$ cat src/rtl/pic_pkg.sv
// pic_pkg: shared constants and types for the 14-bit PIC-style core.
//   ADDR_W/DATA_W  program address and instruction widths
//   NOP_WORD       word injected into the instruction register on flush/reset
//   fetch_state_t  fetch sequencer states
//   OP_*           opcode patterns the decoder matches to raise jump/call/ret/sleep
package pic_pkg;

    localparam int unsigned ADDR_W = 11;
    localparam int unsigned DATA_W = 14;
    localparam logic [13:0] NOP_WORD = 14'h0000;

    typedef enum logic [1:0] {
        FILL  = 2'd0,
        RUN   = 2'd1,
        FLUSH = 2'd2,
        HALT  = 2'd3
    } fetch_state_t;

    // Control-transfer opcodes (top bits for GOTO/CALL, full word otherwise)
    localparam logic [2:0]  OP_GOTO_HI = 3'b101;   // 10 1kkk kkkk kkkk
    localparam logic [2:0]  OP_CALL_HI = 3'b100;   // 10 0kkk kkkk kkkk
    localparam logic [13:0] OP_RETURN  = 14'h0008;
    localparam logic [13:0] OP_SLEEP   = 14'h0063;

    function automatic logic is_goto(input logic [13:0] word);
        return word[13:11] == OP_GOTO_HI;
    endfunction

    function automatic logic is_call(input logic [13:0] word);
        return word[13:11] == OP_CALL_HI;
    endfunction

endpackage

$ cat src/rtl/pic_ret_stack.sv
// pic_ret_stack: circular return-address LIFO.
//   clk, rst        clock, synchronous active-high reset
//   push, pop       mutually exclusive per cycle (push wins if both)
//   push_data       address pushed on push
//   top             mem[sp-1], the value a pop returns
//   sp              write pointer, modulo DEPTH
//   stk_ovf/stk_unf sticky overflow/underflow flags, only when
//                   PIC_FETCH_STACK_CHK_EN is defined
module pic_ret_stack #(
    parameter int unsigned DEPTH  = 8,
    parameter int unsigned ADDR_W = 11
) (
    input  logic                       clk,
    input  logic                       rst,
    input  logic                       push,
    input  logic                       pop,
    input  logic [ADDR_W-1:0]          push_data,
    output logic [ADDR_W-1:0]          top,
`ifdef PIC_FETCH_STACK_CHK_EN
    output logic                       stk_ovf,
    output logic                       stk_unf,
`endif
    output logic [$clog2(DEPTH)-1:0]   sp
);

    localparam int unsigned PTR_W = $clog2(DEPTH);
    localparam logic [PTR_W-1:0] PTR_ONE = PTR_W'(1);

    logic [ADDR_W-1:0] mem [DEPTH];
    logic [PTR_W-1:0]  sp_prev;

    // Pointer arithmetic wraps naturally: pop on empty reads mem[DEPTH-1]
    assign sp_prev = sp - PTR_ONE;
    assign top     = mem[sp_prev];

    always_ff @(posedge clk) begin
        if (rst) begin
            sp <= '0;
            for (int unsigned i = 0; i < DEPTH; i++) begin
                mem[i] <= '0;
            end
        end else if (push) begin
            mem[sp] <= push_data;
            sp      <= sp + PTR_ONE;
        end else if (pop) begin
            sp <= sp_prev;
        end
    end

`ifdef PIC_FETCH_STACK_CHK_EN
    localparam logic [PTR_W:0] LIVE_FULL = (PTR_W+1)'(DEPTH);
    localparam logic [PTR_W:0] LIVE_ONE  = (PTR_W+1)'(1);

    // Live count saturates at both ends; the pointer itself keeps wrapping
    logic [PTR_W:0] live;

    always_ff @(posedge clk) begin
        if (rst) begin
            live    <= '0;
            stk_ovf <= 1'b0;
            stk_unf <= 1'b0;
        end else if (push) begin
            if (live == LIVE_FULL) begin
                stk_ovf <= 1'b1;
            end else begin
                live <= live + LIVE_ONE;
            end
        end else if (pop) begin
            if (live == '0) begin
                stk_unf <= 1'b1;
            end else begin
                live <= live - LIVE_ONE;
            end
        end
    end
`endif

endmodule

$ cat src/rtl/pic_fetch_ctrl.sv
// pic_fetch_ctrl: instruction-fetch sequencer for the 14-bit PIC-style core.
//   clk, rst         clock, synchronous active-high reset
//   rom_addr/rom_data combinational program ROM interface (rom_addr = pc)
//   ir, ir_valid, ir_pc  fetched instruction, validity, and its address
//   stall            freeze all fetch state for the cycle
//   jump/call/ret, target  control transfers (priority ret > call > jump)
//   sleep/wake, halted     HALT entry/exit and status
//   stk_ovf/stk_unf  return-stack check flags, present only when
//                    PIC_FETCH_STACK_CHK_EN is defined
module pic_fetch_ctrl #(
    parameter int unsigned       ADDR_W      = pic_pkg::ADDR_W,
    parameter int unsigned       DATA_W      = pic_pkg::DATA_W,
    parameter int unsigned       STACK_DEPTH = 8,
    parameter logic [ADDR_W-1:0] RESET_VEC   = '0,
    parameter logic [DATA_W-1:0] NOP_WORD    = '0
) (
    input  logic              clk,
    input  logic              rst,
    output logic [ADDR_W-1:0] rom_addr,
    input  logic [DATA_W-1:0] rom_data,
    output logic [DATA_W-1:0] ir,
    output logic              ir_valid,
    output logic [ADDR_W-1:0] ir_pc,
    input  logic              stall,
    input  logic              jump,
    input  logic              call,
    input  logic              ret,
    input  logic [ADDR_W-1:0] target,
    input  logic              sleep,
    input  logic              wake,
`ifdef PIC_FETCH_STACK_CHK_EN
    output logic              stk_ovf,
    output logic              stk_unf,
`endif
    output logic              halted
);

    import pic_pkg::*;

    localparam logic [ADDR_W-1:0] PC_ONE = ADDR_W'(1);

    fetch_state_t              state;
    logic [ADDR_W-1:0]         pc;
    logic [ADDR_W-1:0]         stk_top;
    logic [$clog2(STACK_DEPTH)-1:0] stk_sp;
    logic                      run_ctl;
    logic                      stk_push;
    logic                      stk_pop;

    assign rom_addr = pc;

    // Stack moves only when the request actually wins arbitration in RUN
    assign run_ctl  = !rst && !stall && (state == RUN) && !sleep;
    assign stk_pop  = run_ctl && ret;
    assign stk_push = run_ctl && !ret && call;

    pic_ret_stack #(
        .DEPTH  (STACK_DEPTH),
        .ADDR_W (ADDR_W)
    ) u_stack (
        .clk       (clk),
        .rst       (rst),
        .push      (stk_push),
        .pop       (stk_pop),
        .push_data (pc),
        .top       (stk_top),
`ifdef PIC_FETCH_STACK_CHK_EN
        .stk_ovf   (stk_ovf),
        .stk_unf   (stk_unf),
`endif
        .sp        (stk_sp)
    );

    always_ff @(posedge clk) begin
        if (rst) begin
            pc       <= RESET_VEC;
            ir       <= NOP_WORD;
            ir_valid <= 1'b0;
            ir_pc    <= '0;
            halted   <= 1'b0;
            state    <= FILL;
        end else if (!stall) begin
            case (state)
                FILL, FLUSH: begin
                    ir       <= rom_data;
                    ir_pc    <= pc;
                    ir_valid <= 1'b1;
                    pc       <= pc + PC_ONE;
                    state    <= RUN;
                end
                RUN: begin
                    if (sleep) begin
                        ir       <= NOP_WORD;
                        ir_valid <= 1'b0;
                        halted   <= 1'b1;
                        state    <= HALT;
                    end else if (ret || call || jump) begin
                        pc       <= ret ? stk_top : target;
                        ir       <= NOP_WORD;
                        ir_valid <= 1'b0;
                        state    <= FLUSH;
                    end else begin
                        ir       <= rom_data;
                        ir_pc    <= pc;
                        ir_valid <= 1'b1;
                        pc       <= pc + PC_ONE;
                    end
                end
                HALT: begin
                    if (wake) begin
                        halted <= 1'b0;
                        state  <= FLUSH;
                    end
                end
                default: state <= FILL;
            endcase
        end
    end

endmodule

$ cat config.mk
export PLATFORM = sky130hd
export DESIGN_NAME = pic_fetch_ctrl
export DESIGN_NICKNAME = d
export VERILOG_FILES = /design/src/rtl/pic_pkg.sv /design/src/rtl/pic_ret_stack.sv /design/src/rtl/pic_fetch_ctrl.sv
export SDC_FILE = /design/constraint.sdc
export NUM_CORES = 1
export LEC_CHECK = 0
export CAP_MARGIN = 0
export CORE_ASPECT_RATIO = 0.7
export CORE_MARGIN = 8
export CORE_UTILIZATION = 44
export CTS_CLUSTER_SIZE = 16
export DETAILED_ROUTE_END_ITERATION = 12
export PLACE_DENSITY = 0.66
export SLEW_MARGIN = 5
export SYNTH_ARGS = -nofsm -noshare
export SYNTH_HDL_FRONTEND = slang
export SYNTH_SLANG_ARGS = --single-unit
$ cat constraint.sdc
create_clock -name clk -period 3.4 [get_ports clk]
set_input_delay 0.68 -clock clk [delete_from_list [all_inputs] [get_ports clk]]
set_output_delay 0.68 -clock clk [all_outputs]
set_load 0.1 [all_outputs]
==> results.toml, run 1 <==
[timing]
setup_tns_ns = 0
rsz0062_at_grt = "false"
hold_violations = 0
setup_slack_ns = 0.648
worstMarginPinSlew_ns = 0.992
layout_min_cycle_time_ns = 2.75
slew_violations = 0
timing.fmax_mhz = 363
max_slew_margin_pct = 33.7
fin_skew_ns = 0.0101
setup_viol = 0
period_share_pct = 80.9

[critical_path]
cp_slowest_cell = "ha_1"
critPathLaunchType = "flop"
startpoint = "u_stack.sp[1]"
crit_required_ns = 3.68
worstReg2RegStart = "u_stack.sp[1]"
critPathMaxFanout = 16
cp_top_family = "adder cells"
worst-path-buf-inv = 2
arrival_ns = 3.03
crit_path_end_kind = "flop"
crit_type = "flop to flop"
rrSetupSlack_ns = 0.65
crit_chain = "inv_1 > ha_1 > buf_4 > mux4_2 > o22ai_1 > o221a_2 > nor3_1"
max_stage_delay_ns = 0.78

[placed_design]
port_buffers = 70
dpl.hpwl_um = 11400
place_area_um2 = 6850
pre_cts_ws_ns = 0.515
gp_congestion = 0.839

[global_routing]
grt_usage_pct = 18.8
antenna_found_initial = 0
grt_pass1_vias = 4192
gr-total-overflow = 0
grt_max_degree = 54
grt_pass1_wl_um = 24600

[synth]
ys_ff_latch = 131
synth.area.mux_share_pct = 8.65
synth_top_family_by_area = "simple AND/OR/NAND/NOR gates"
synth_area_um2 = 6090
synth_nets = 541
synthCells = 505
yosysUniqueCellTypes = 54
synth_edf_count = 88
synthArstFlopShare_pct = 0
synth-simple-area-share_pct = 19.5
synth_compound_area_share_pct = 9.27
synth_adder_area_share_pct = 0.616
ys.flop_type = "edfxtp_1"
yosys_warnings = 0
seq_area_frac_synth_pct = 57.5
avgSynthCellArea_um2 = 12.1
synth-xor-area-share_pct = 0.740

[die]
die_x_um = 157
num_io_pins = 71
coreArea_um2 = 13700
start_util_pct = 44.3
dieArea_um2 = 17900
num_rows = 36
die_h_um = 114

[flow_run]
drv_cap = 0

[layout]
post-route-util_pct = 54.1
layout.nets = 603
synthToLayoutAreaGrowth_pct = 21.9
fillers = 1175
fin_area_um2 = 7430
drive_gt1_share_pct = 20.2
antennaDiodeCount = 0

[power]
switching_share_pct = 28.1
power.density_nw_per_um2 = 547
max-vdd-ir-drop_mv = 0.398
p_int_w = 0.00292
p_leak_nw = 2.66
seq_power_share_pct = 45.0
power.switching_w = 0.00114
p_clk_share_pct = 43.4
comb_power_share_pct = 11.6
power_w = 0.00406

[outcome]
outcome = "finished clean"

[clocking]
ctsHoldBuffers = 0
ctsResizeCount = 0
cts.sinks = 131
htree_levels = 4
cts_root_buf = "clkbuf_16"
clk_pin_slew_worst_paths_ns = 0.06
clk_latency_ns = 0.42
cts_made_buffers = 17
post_cts_buffers = 0
clk_path_buf_depth = 2
cts_tree = "built"

[detailed_routing]
drt-pass1-iter-count = 6
vias = 4223
ant_nets = 0
drcViolationCount = 0
viasPerCell = 5.48
routed_wl_um = 16100
drtIter0Drc = 396
wl_per_cell_um = 20.9

[min_path]
min_from = "ir_valid"
hp-class = "flop to flop"
-- cells in the mapped netlist, types with 2 or more instances --
cell type	number	share of area, %
mux4_1	3	1.3
a21oi_1	26	2.1
nand4_1	3	0.31
xnor2_1	2	0.29
dfxtp_1	43	14
ha_1	3	0.62
nand2b_1	3	0.31
nand2_2	2	0.21
nor3_2	2	0.33
and4_1	3	0.43
nand2_1	42	2.6
a2111oi_2	2	0.49
clkbuf_1	19	1.2
o22ai_1	7	0.72
buf_4	3	0.37
nor4_1	5	0.51
nor3_1	10	0.82
nor2_1	32	2.0
o211ai_1	3	0.37
a21o_1	3	0.37
or2_2	9	0.92
edfxtp_1	88	43
o22a_1	3	0.43
o21ai_1	3	0.25
buf_6	3	0.55
nand3_1	6	0.49
inv_1	5	0.31
mux4_2	19	7.0
buf_2	15	1.2
and2_1	83	8.5
or2_1	2	0.21
nor4_4	2	0.70
o21ai_0	9	0.74
o32ai_1	2	0.29
nor2b_1	3	0.31
a211oi_1	2	0.25
a22oi_1	17	2.1
mux2i_1	2	0.33
-- power groups by stage --
stage	combinational, W	clock, W	sequential, W
after global placement	0.000465	0	0.00186
after detailed placement	0.000472	0	0.00186
after CTS	0.000473	0.00180	0.00183
after floorplan	0.000188	0	0.00198
final	0.000472	0.00176	0.00183
after global routing	0.000499	0.00188	0.00183
-- per-stage QoR --
stage,hold WS (ns),instances
6_report,0.452,770
5_1_grt,0.479,770
4_1_cts,0.457,770
3_5_place_dp,0.449,738
3_3_place_gp,0.445,738
2_1_floorplan,0.514,505
-- worst paths after layout --
| check | endpoint | cells past startpoint |
|---|---|---|
| worst min-delay path | ir_valid | 2 |
| worst min register to register | ir_valid | 2 |
| worst max register to register | rom_addr[8] | 7 |
| worst max-delay path | rom_addr[8] | 7 |
-- routing by layer --
layer | vias up | track usage (%) | share of wire, %
met1 | 2081 | 25.3 | 44
met4 | 0 | 5.49 | 1.5
met3 | 18 | 7.09 | 9.6
met5 | - | 0 | 0
li1 | 1965 | - | -
met2 | 159 | 27.6 | 45
-- cells in the final DEF (no fill, tap or decap), types with 17 or more instances in the layout --
cell type	netlist	routed
clkdlybuf4s50_1	0	41
a22oi_1	17	17
edfxtp_1	88	88
dfxtp_1	43	43
buf_4	3	42
nand2_1	42	42
a21oi_1	26	26
and2_1	83	83
nor2_1	32	32
clkbuf_16	0	18
mux4_2	19	19
-- logic make-up (layout without fill, tap and decap cells) --
| kind of cell | Yosys count | in the layout |
|---|---|---|
| buffers and inverters | 46 | 121 |
| AO/OA/AOI/OAI | 85 | 85 |
| multiplexers | 24 | 24 |
| XOR/XNOR | 3 | 3 |
| AND/OR/NAND/NOR | 213 | 213 |
| flip-flops | 131 | 131 |
| adder cells (fa/ha/maj) | 3 | 3 |
-- flip-flops by register name, summed over array words and instances (netlist names) --
register and cells:
u_stack.sp 3, ir_valid 1, u_stack.mem 88, rom_addr 11, ir 14, ir_pc 11
state 2, halted 1
-- worst register-to-register path: stages (launching register included) --
cell	delay (ns)
dfxtp_1	0.57
inv_1	0.14
ha_1	0.78
buf_4	0.33
mux4_2	0.32
o22ai_1	0.22
o221a_2	0.23
nor3_1	0.04
-- final cells by class --
cell class,instances,area (µm²),share of cell area [%]
Clock buffer,19,464,6.25
Clock inverter,13,110,1.48
Inverter,5,18.8,0.253
Multi-Input combinational cell,328,2360,31.8
Sequential cell,131,3500,47.2
Tap cell,190,238,3.20
Timing Repair Buffer,84,731,9.84
No activity file was read; power rests on OpenSTA's default activity.
==> run 2, diff against run 1 <==
--- a/config.mk
+++ b/config.mk
@@ -11,7 +11,7 @@
 export CORE_UTILIZATION = 44
 export CTS_CLUSTER_SIZE = 16
 export DETAILED_ROUTE_END_ITERATION = 12
-export PLACE_DENSITY = 0.66
+export PLACE_DENSITY = 0.69
 export SLEW_MARGIN = 5
 export SYNTH_ARGS = -nofsm -noshare
 export SYNTH_HDL_FRONTEND = slang
==> constraint.sdc (replaced) <==
create_clock -name clk -period 2.2 [get_ports clk]
set_input_delay 0.44 -clock clk [delete_from_list [all_inputs] [get_ports clk]]
set_output_delay 0.44 -clock clk [all_outputs]
set_load 0.1 [all_outputs]
==> results.toml, run 2 (synthesized netlist as in run 1, its figures left out) <==
[detailed_routing]
drt-pass1-iter-count = 7
viasPerCell = 5.57
wl_per_cell_um = 20.8
ant_nets = 0
vias = 4507
routed_wl_um = 16800
drcViolationCount = 0
drtIter0Drc = 402

[timing]
hold_violations = 0
hold_slack_ns = 0.461
timing.fmax_mhz = 488
fin_skew_ns = 0.00979
period_share_pct = 93.1
worstMarginPinSlew_ns = 0.592
setup_viol = 0
layout_min_cycle_time_ns = 2.05
rsz0062_at_grt = "false"
slew_violations = 0
max_slew_margin_pct = 60.5

[placed_design]
place_area_um2 = 7260
port_buffers = 70
dp_cells = 773
dpl.hpwl_um = 12100
gp_congestion = 0.889

[power]
max-vdd-ir-drop_mv = 0.484
p_leak_nw = 2.92
power.density_nw_per_um2 = 815
power_w = 0.00642

[clocking]
cts_root_buf = "clkbuf_16"
ctsHoldBuffers = 0
cts_made_buffers = 17
clk_pin_slew_worst_paths_ns = 0.06
cts.sinks = 131
cts_tree = "built"
clk_latency_ns = 0.42
htree_levels = 4
clk_path_buf_depth = 2

[global_routing]
antenna_found_initial = 1
grt_usage_pct = 19.3
grt_max_degree = 54
gr-total-overflow = 0
grt_pass1_vias = 4330
grt_pass1_wl_um = 25400

[layout]
final_cell_mix = "edfxtp_1, and2_1, buf_4, nand2_1, dfxtp_1"
fillers = 1124
largest_reg_flops = 88
antennaDiodeCount = 0
layout.cells.non_filler = 809
synthToLayoutAreaGrowth_pct = 29.4
fin_area_um2 = 7880
final-seq-area_um2 = 3500
drive_gt1_share_pct = 27.1
top_regs = "u_stack.mem: 88 flops, ir: 14 flops"
top_register = "u_stack.mem"
multi_input_area_um2 = 2370
layout.nets = 642
final_common_cell = "edfxtp_1"

[die]
num_io_pins = 71
die_h_um = 114
start_util_pct = 44.3
dieArea_um2 = 17900
die_x_um = 157
num_rows = 36
coreArea_um2 = 13700

[critical_path]
crit_required_ns = 2.47
critPathMaxFanout = 12
arrival_ns = 2.32
crit_path_end_kind = "flop"
rrSetupSlack_ns = 0.15
critPathLaunchType = "flop"
crit_type = "flop to flop"

[flow_run]
drv_cap = 0

[min_path]
hp-class = "flop to flop"

[outcome]
outcome = "finished clean"
-- run 2: where the power goes --
part / internal (W) / switching [W] / total [W]
logic: 0.000301 / 0.000578 / 0.000879
registers: 0.00272 / 0.0000622 / 0.00278
clock network: 0.00157 / 0.00120 / 0.00276
total: 0.00458 / 0.00184 / 0.00642
-- run 2: cell type report --
| class | instances | area share [%] |
|---|---|---|
| inverters | 5 | 0.238 |
| flip-flops and latches | 131 | 44.5 |
| clock buffers | 18 | 5.72 |
| multi-input cells | 328 | 30.1 |
| repair buffers | 123 | 14.7 |
| clock inverters | 14 | 1.68 |
| well taps | 190 | 3.02 |
-- run 2: worst paths after layout --
path,start,to,cells after the start
max,u_stack.sp[0],rom_addr[10],6
min,ir_pc[8],ir_pc[8],2
max reg2reg,u_stack.sp[0],rom_addr[10],6
min reg2reg,ir_pc[8],ir_pc[8],2
-- run 2: critical path: stages (launching register included) --
cell	delay, ns
dfxtp_2	0.35
inv_1	0.10
ha_4	0.39
buf_4	0.20
mux4_2	0.35
a221oi_1	0.42
nor4_1	0.09
-- run 2: through the flow --
stage	setup WS [ns]	setup TNS [ns]	utilization, %
5_1_grt	0.0644	0	57.3
2_1_floorplan	0.00638	0	-
6_report	0.152	0	57.3
3_3_place_gp	-0.179	-12.79	52.8
3_5_place_dp	-0.214	-16.53	52.8
4_1_cts	0.0336	0	57.1
-- run 2: what timing repair did --
item                       in CTS  in global routing
gates resized for setup         0                  1
setup endpoints to repair       0                  3
setup buffers                   0                  4
-- run 2: per-layer routing --
metal / wire, µm / GRT usage [%] / part of all wire [%]
met5: 13 / 0 / 0.077
met1: 7370 / 26.2 / 44
met4: 251 / 6.45 / 1.5
met2: 7500 / 28.1 / 45
met3: 1690 / 6.79 / 10
==> variant, RTL diff (config.mk and constraints of run 1) <==
The option `PIC_FETCH_STACK_CHK_EN` is turned on by a define.
--- a/src/rtl/pic_ret_stack.sv
+++ b/src/rtl/pic_ret_stack.sv
@@ -8,2 +8,4 @@
 //                   PIC_FETCH_STACK_CHK_EN is defined
+`define PIC_FETCH_STACK_CHK_EN
+
 module pic_ret_stack #(
Function (old outputs only; new: stk_ovf and stk_unf): kept (Yosys induction, for registers that start in step).
==> variant against run 1 <==
Synthesized area is 4.3% higher; first-iteration DRC count grew 53%; wire length up 6.6%; sequential cell count rose by 6; power rose by 2.8%; design area increased by 5.9%; sequential power grew 3%; setup slack got worse by 210 ps; via count grew 10%; largest power group unchanged.
==> variant: results <==
cts:
  cts_buffers: 17
  cts_resized: 0
placed_design:
  numPortBuffers: 72
  placedCellCount: 799
  post-dp-hpwl_mm: 11.9
  pre_cts_ws_ps: -13.7
  place.gp.congestion: 0.832
global_route:
  grtUsageMet2_pct: 27.4
  grt_pass1_wl_mm: 26.8
  first_global_vias: 4645
  grt_usage_pct: 18.9
  grt_use_met1_pct: 27.4
  grt_max_degree: 57
  gr-usage-met3_pct: 5.14
setup_path:
  cp-startpoint: "sleep"
  cp-endpoint: "u_stack.live[2]$_SDFFE_PP0P_"
  r2r_end: "rom_addr[9]$_SDFFE_PP0P_"
  r2r_slack_ps: 700
  cp.arrival_ps: 3320
  path_max_fanout: 3
logic_synthesis:
  synth_mux_area_share_pct: 8.44
  yosys.area_share.adder_pct: 0.985
  synth_nets: 585
  synth_common_cells: "88 x edfxtp_1, 72 x and2_1, 51 x nand2_1"
  synth-edff-count: 88
  yosys_warnings: 0
  synthTopCellsByArea: "edfxtp_1 42%, dfxtp_1 15%, mux4_2 7.8%"
  syn-instance-count: 547
  synthDistinctLibCells: 53
  synthXorXnorAreaFrac_pct: 0.828
  ys_ff_latch: 137
final_layout:
  num-nonclk-buffers: 101
  clock_cell_area_share_pct: 7.21
  num-nonclk-inverters: 7
  seq-cell-share_pct: 46.1
  clockBufferCount: 18
  num-multi-input-gates: 364
  drive_above_1_share_pct: 20.4
  signal_buffer_area_fraction_pct: 11.3
  multi_input_area_um2: 2520
  layout.nets: 666
routing:
  dr.pass1.iters: 5
  wl_met3_mm: 1.48
  drt-total-wl_mm: 17.2
  wl_met2_mm: 7.55
  wl_met1_mm: 7.97
  first_iter_violations: 605
  wl_per_cell_um: 20.6
  dr_total_vias: 4662
power:
  ir_drop_mv: 0.372
  p_leak_nw: 2.80
worst_hold_path:
  hold_end: "ir_pc[5]$_SDFFE_PP0P_"
  min_from: "ir_pc[5]$_SDFFE_PP0P_"
sta:
  fin_skew_ps: 10.9
  tightest_slew_ps: 997
  finalCritPeriodShare_pct: 87.3
status:
  run_status: "finished clean"
## variant: worst max-delay path, cell delays in order
cell             delay [ps]
clkdlybuf4s50_1         450
or2_1                   240
nor4_1                  360
xnor2_1                 110
ha_1                    210
or4b_2                  600
o32ai_1                 300
xnor2_1                 160
nand2_1                  60
a21oi_1                 130
## variant: where the power goes
part / switching [mW] / internal [mW] / leakage [nW] / total [mW]
clock network: 0.765 / 1.02 / 0.261 / 1.79
logic: 0.349 / 0.161 / 1.23 / 0.510
registers: 0.0512 / 1.83 / 1.31 / 1.88
total: 1.17 / 3.01 / 2.80 / 4.17
## variant: per-stage QoR
step           utilization (%)  power, mW  TNS, ps  area, um^2  hold WS, ps
3_5_place_dp              52.1       2.42    -13.7        7300          450
5_1_grt                   56.1       4.30        0        7860          483
4_1_cts                   56.1       4.20        0        7860          462
2_1_floorplan                -       2.24        0        6350          445
6_report                  56.1       4.17        0        7860          463
3_3_place_gp              52.1       2.41        0        7300          446
